`src/rtl/gobang_pkg.sv`:
```
// Shared constants, types and the off-board cell lookup for the Gobang board server.
package gobang_pkg;

    localparam int unsigned BOARD_N  = 15;
    localparam int unsigned CW       = 4;
    localparam int unsigned WIN_W    = 9;
    localparam int unsigned WIN_HALF = 4;
    localparam int unsigned CNT_W    = 8;

    localparam logic C_BLACK = 1'b0;
    localparam logic C_WHITE = 1'b1;

    typedef logic [CW-1:0]                   coord_t;
    typedef logic [BOARD_N-1:0][BOARD_N-1:0] plane_t;

    typedef enum logic {
        S_IDLE,
        S_CLEAR
    } state_e;

    // Cells outside the board read as the edge fill value.
    function automatic logic cell_at(input plane_t p, input int r, input int c, input logic fill);
        if (r < 0 || c < 0 || r >= int'(BOARD_N) || c >= int'(BOARD_N)) begin
            return fill;
        end
        return p[CW'(r)][CW'(c)];
    endfunction

endpackage

```
`src/rtl/gobang_line_window.sv`:
```
// Combinational 9-cell line window around a centre along step (DI, DJ), with edge fill.
module gobang_line_window
    import gobang_pkg::*;
#(
    parameter int   DI        = 0,
    parameter int   DJ        = 1,
    parameter logic EDGE_FILL = 1'b0
) (
    input  plane_t           plane_i,
    input  coord_t           ci_i,
    input  coord_t           cj_i,
    output logic [WIN_W-1:0] win_o
);

    always_comb begin
        win_o = {WIN_W{EDGE_FILL}};
        if (ci_i < CW'(BOARD_N) && cj_i < CW'(BOARD_N)) begin
            for (int k = 0; k < int'(WIN_W); k++) begin
                win_o[k] = cell_at(plane_i,
                                   int'(ci_i) + (k - int'(WIN_HALF)) * DI,
                                   int'(cj_i) + (k - int'(WIN_HALF)) * DJ,
                                   EDGE_FILL);
            end
        end
    end

endmodule

```
`src/rtl/gobang_board_server.sv`:
```
// 15x15 two-colour board with placement handshake, row-by-row clear and registered line windows.
// Optional: define GOBANG_EDGE_BLOCKED_EN to make off-board cells read as blocking stones.
module gobang_board_server
    import gobang_pkg::*;
(
    input  logic             clk,
    input  logic             rst,
    input  logic             clr,
    input  logic             move_valid,
    output logic             move_ready,
    input  logic [CW-1:0]    move_i,
    input  logic [CW-1:0]    move_j,
    input  logic             move_color,
    output logic             move_err,
    output logic [CNT_W-1:0] stone_cnt,
    output logic             board_full,
    input  logic [CW-1:0]    get_i,
    input  logic [CW-1:0]    get_j,
    output logic [WIN_W-1:0] black_i,
    output logic [WIN_W-1:0] black_j,
    output logic [WIN_W-1:0] black_ij,
    output logic [WIN_W-1:0] black_ji,
    output logic [WIN_W-1:0] white_i,
    output logic [WIN_W-1:0] white_j,
    output logic [WIN_W-1:0] white_ij,
    output logic [WIN_W-1:0] white_ji,
    output logic             line_valid
);

`ifdef GOBANG_EDGE_BLOCKED_EN
    localparam logic EDGE_FILL = 1'b1;
`else
    localparam logic EDGE_FILL = 1'b0;
`endif

    state_e            state_q, state_d;
    coord_t            row_q, row_d;
    plane_t            blk_q, blk_d, wht_q, wht_d;
    logic [CNT_W-1:0]  cnt_q, cnt_d;
    logic              full_q, err_q, err_d, ready_q, lv_q;
    logic [7:0][WIN_W-1:0] win_q, win_c;

    // Windows 0..3 are black row/col/diag/anti-diag, 4..7 the same for white.
    for (genvar g = 0; g < 8; g++) begin : g_win
        localparam int D = g % 4;
        gobang_line_window #(
            .DI        ((D == 0) ? 0 : 1),
            .DJ        ((D == 1) ? 0 : ((D == 3) ? -1 : 1)),
            .EDGE_FILL (EDGE_FILL)
        ) u_win (
            .plane_i (g < 4 ? blk_q : wht_q),
            .ci_i    (get_i),
            .cj_i    (get_j),
            .win_o   (win_c[g])
        );
    end

    always_comb begin
        state_d = state_q;
        row_d   = row_q;
        blk_d   = blk_q;
        wht_d   = wht_q;
        cnt_d   = cnt_q;
        err_d   = 1'b0;
        case (state_q)
            S_IDLE: begin
                if (clr) begin
                    state_d = S_CLEAR;
                    row_d   = '0;
                end else if (move_valid) begin
                    if (move_i < CW'(BOARD_N) && move_j < CW'(BOARD_N) && !full_q
                        && !blk_q[move_i][move_j] && !wht_q[move_i][move_j]) begin
                        if (move_color == C_BLACK) blk_d[move_i][move_j] = 1'b1;
                        else                       wht_d[move_i][move_j] = 1'b1;
                        cnt_d = cnt_q + CNT_W'(1);
                    end else begin
                        err_d = 1'b1;
                    end
                end
            end
            S_CLEAR: begin
                blk_d[row_q] = '0;
                wht_d[row_q] = '0;
                if (row_q == CW'(BOARD_N - 1)) begin
                    state_d = S_IDLE;
                    cnt_d   = '0;
                end else begin
                    row_d = row_q + CW'(1);
                end
            end
        endcase
    end

    always_ff @(posedge clk or posedge rst) begin
        if (rst) begin
            state_q <= S_IDLE;
            row_q   <= '0;
            blk_q   <= '0;
            wht_q   <= '0;
            cnt_q   <= '0;
            full_q  <= 1'b0;
            err_q   <= 1'b0;
            ready_q <= 1'b1;
            lv_q    <= 1'b1;
            win_q   <= '0;
        end else begin
            state_q <= state_d;
            row_q   <= row_d;
            blk_q   <= blk_d;
            wht_q   <= wht_d;
            cnt_q   <= cnt_d;
            full_q  <= (cnt_d == CNT_W'(BOARD_N * BOARD_N));
            err_q   <= err_d;
            ready_q <= (state_d == S_IDLE);
            // Stays low one extra cycle so the last cleared row is reflected in the windows.
            lv_q    <= (state_d == S_IDLE) && (state_q == S_IDLE);
            win_q   <= win_c;
        end
    end

    assign move_ready = ready_q;
    assign move_err   = err_q;
    assign stone_cnt  = cnt_q;
    assign board_full = full_q;
    assign line_valid = lv_q;
    assign black_i    = win_q[0];
    assign black_j    = win_q[1];
    assign black_ij   = win_q[2];
    assign black_ji   = win_q[3];
    assign white_i    = win_q[4];
    assign white_j    = win_q[5];
    assign white_ij   = win_q[6];
    assign white_ji   = win_q[7];

endmodule

```
`config.mk`:
```
export PLATFORM = sky130hd
export DESIGN_NAME = gobang_board_server
export DESIGN_NICKNAME = d
export VERILOG_FILES = /design/src/rtl/gobang_pkg.sv /design/src/rtl/gobang_line_window.sv /design/src/rtl/gobang_board_server.sv
export SDC_FILE = /design/constraint.sdc
export NUM_CORES = 2
export LEC_CHECK = 0
export ABC_AREA = 0
export CAP_MARGIN = 20
export CORE_MARGIN = 2
export CORE_UTILIZATION = 35
export CTS_BUF_LIST = sky130_fd_sc_hd__clkbuf_8
export CTS_CLUSTER_DIAMETER = 100
export DETAILED_ROUTE_END_ITERATION = 6
export HOLD_SLACK_MARGIN = 0.15
export SYNTH_ARGS = -nofsm -noshare
export SYNTH_HDL_FRONTEND = slang
export SYNTH_SLANG_ARGS = --single-unit
```
`constraint.sdc`:
```
create_clock -name clk -period 30.8 [get_ports clk]
set_input_delay 7.7 -clock clk [delete_from_list [all_inputs] [get_ports clk]]
set_output_delay 7.7 -clock clk [all_outputs]
set_load 0.05 [all_outputs]
```
==> metrics.md <==
| Metric | Value |
|---|---|
| Global-route usage over all layers | 0.323 |
| Net count, final | 3,687 |
| Worst-path clk slew | 0.06 ns |
| Worst Tran Pin Value | 1.27 ns |
| Crit path time final | 13.47 ns |
| Crit path DAT | 14.19 ns |
| Worst Clk Skew | 0.0782 ns |
| Clock sinks | 533 |
| First drt pass iteration count | 6 |
| First-pass GRT wire length | 311,000 um |
| Outcome | completed |
| Number of routed nets with antenna violations | 0 |
| Count of pins over their slew limit | 0 |
| CTS tree | yes |
| Crit path capture type | register |
| Worst VDD drop | 0.0453 mV |
| Cell-by-cell trace of the critical path | buf_8 > clkinv_1 > buf_4 > ha_4 > buf_4 > buf_12 > mux4_2 > mux4_2 > mux4_2 > mux4_2 > and3_1 |
| Ys async rst share | 1.00 |
| CTS Buf Count | 99 |
| Top Ports | 105 |
| Setup bufs post-CTS | 0 |
| Final Hold Violating Endpoints | 0 |
| Mapped Avg Cell Area | 12.5 um^2 |
| Initial Util | 0.351 |
| Hold Crit Start | stone_cnt[7] |
| R2R depth | 11 |
| DR iter-0 viols | 7,208 |
| Core Region | 0.133 mm^2 |
| Max Root-Sink Buffers | 3 |
| Worst setup SP type | input pin |
| Leakage | 20.1 nW |
| Post-synth EDFFs | 0 |
| Fin Setup TNS | 0 ns |
| Unrepaired setup endpoints after global routing | false |
| DRC | 0 |
| Layout cells sized above 1 | 0.305 |
| Hold endpoint | stone_cnt[7] |
| Fmax | 74.2 MHz |
| Post-cts hold buffer count | 0 |
| Final wirelength | 224,000 um |
| Vias per cell | 7.49 |
| Post-synth cell types | 94 |
| Vias in the first global route | 39,140 |
| Global route overflow | 0 |
| Clk root buf | clkbuf_8 |
| MaxCap Viol Count | 0 |
| Crit Reg-Reg Endpoint | blk_q[95] |
| H-tree levels | 3 |
| Top-area cell type share of the netlist area | 0.344 |
| Fillers | 12,634 |
| Syn Std Cell Area | 0.0467 mm^2 |
| Synth warn | 0 |
| WP data required | 31.52 ns |
| Rel. slew slack | 0.153 |
| Sequential fraction of the synthesis area | 0.286 |
| Die Ht | 369 um |
| WL per Instance | 40.7 um |
| Commonest cells post-synth | mux4_2 (713), dfrtp_1 (531), mux2i_1 (416) |
| Top_reg_cell synth | dfrtp_1 |
| R2R setup slack | 25.82 ns |
| Leading area contributor after synthesis | mux4_2 |
| Most used cell, CP | mux4_2 |
| # setup viols final | 0 |
| Most numerous cell in the Yosys netlist | mux4_2 |
| Std cell rows | 134 |
| Synth area leaders | mux4_2 (34%), dfrtp_1 (28%), mux2i_1 (8.9%) |
| Post-CTS sizing | 0 |
| Final Cycle Share | 0.437 |
| Mapped Cells | 3,726 |
| Layout Cells excl Fill | 5,493 |
| Crit Reg-Reg Startpoint | blk_q[68] |
| Placed cell count | 5,298 |
| Max stage delay on crit path | 0.85 ns |
| Crit-path slowest cell | buf_4 |
| Port bufs | 104 |
| Hold Path Class | reg -> reg |
| Die Wd | 369 um |
| Critical path peak fanout | 145 |
| Initial antenna violation count | 13 |
| Syn-to-layout area delta | 9.74% |
| Hold Path Depth | 1 |
| Pwr dens | 53.4 mW/mm^2 |
| Syn nets | 3,781 |
| Clk_lat worst skew | 0.87 ns |
| Kind of critical path | in -> reg |
| Largest net degree at the start of global routing | 146 |
| Vias | 41,118 |
| #FFs+latches synth | 533 |
| HPWL after DPL | 147,000 um |
| Die Area | 0.136 mm^2 |
| Final estimated routing congestion in global placement | 1.02 |
-- per-layer routing --
metal  up-vias  GRT usage  part of all wire
met5         -    0.00285            0.0011
met4        20      0.219             0.082
met3      1007      0.170              0.17
met2      3969      0.430              0.40
met1     21015      0.399              0.34
li1      15107          -                 -
-- where the power goes --
group | internal (W) | total [W] | switching, W
registers | 0.000781 | 0.000929 | 0.000148
clock network | 0.000438 | 0.000797 | 0.000359
logic | 0.000368 | 0.00101 | 0.000645
-- how the worst max path moves through the flow --
| stage | start | end | slack, ns | cells past startpoint |
|---|---|---|---|---|
| finish | get_i[1] | black_j[5] | 17.33 | 11 |
| global route | get_i[1] | black_j[5] | 17.31 | 11 |
| CTS | get_i[1] | black_j[5] | 17.60 | 11 |
| detailed placement | get_i[1] | black_j[5] | 16.73 | 11 |
| global placement | get_i[1] | black_j[5] | 16.81 | 11 |
| floorplan | rst | black_i[0] | 8.21 | 1 |
-- flip-flops by register name, summed over array words and instances (netlist names) --
name	flops
blk_q	225
white_ji	9
stone_cnt	8
white_i	8
move_err	1
black_j	8
line_valid	1
wht_q	225
black_ij	8
black_ji	9
white_ij	8
white_j	8
row_q	4
state_q	1
black_i	8
move_ready	1
board_full	1
-- area by class of cell --
class	instances	area (um^2)	area share
Inverter	28	119	0.00232
Antenna cell	12	30.0	0.000586
Timing Repair Buffer	228	1990	0.0388
Clock inverter	55	474	0.00925
Sequential cell	533	13300	0.260
Multi-Input combinational cell	2742	31300	0.611
Clock buffer	127	1750	0.0341
Tap cell	1768	2210	0.0432
-- critical path: cells and delay by family --
| kind | cells | cell delay, ns |
|---|---|---|
| adder cells (fa/ha/maj) | 1 | 0.79 |
| buffers and inverters | 5 | 3.00 |
| multiplexers | 4 | 2.12 |
| AND/OR/NAND/NOR | 1 | 0.19 |
-- cell families (layout without fill, tap and decap cells) --
kind of cell	count (synthesis)	count (layout)	synth area share
other cells	0	12	0
fa+ha+maj	34	34	0.00911
xor+xnor	20	20	0.00375
flops	533	533	0.286
simple gates	671	671	0.0645
mux	1174	1174	0.451
compound gates	843	843	0.136
buf+inv	451	438	0.0505
-- metrics by stage --
stage	setup slack (ns)	instance area, um^2	utilization	total power, W	hold WS [ns]
2_1_floorplan	8.21	46700	-	0.00150	0.504
3_3_place_gp	16.81	49000	0.368	0.00188	0.466
3_5_place_dp	16.73	49000	0.369	0.00189	0.467
4_1_cts	17.60	51200	0.385	0.00268	0.480
5_1_grt	17.31	51200	0.385	0.00279	0.518
6_report	17.33	51300	0.386	0.00274	0.476
-- placed cells by master, fill, tap and decap left out, drive strengths merged, types with 93 or more instances in the layout --
cell type	count
mux4	735
dfrtp	531
mux2i	416
nand2	359
a22o	325
o21ai	219
buf	133
clkbuf	129
nor2	113
clkdlybuf4s50	93
No activity file was read; power rests on OpenSTA's default activity.
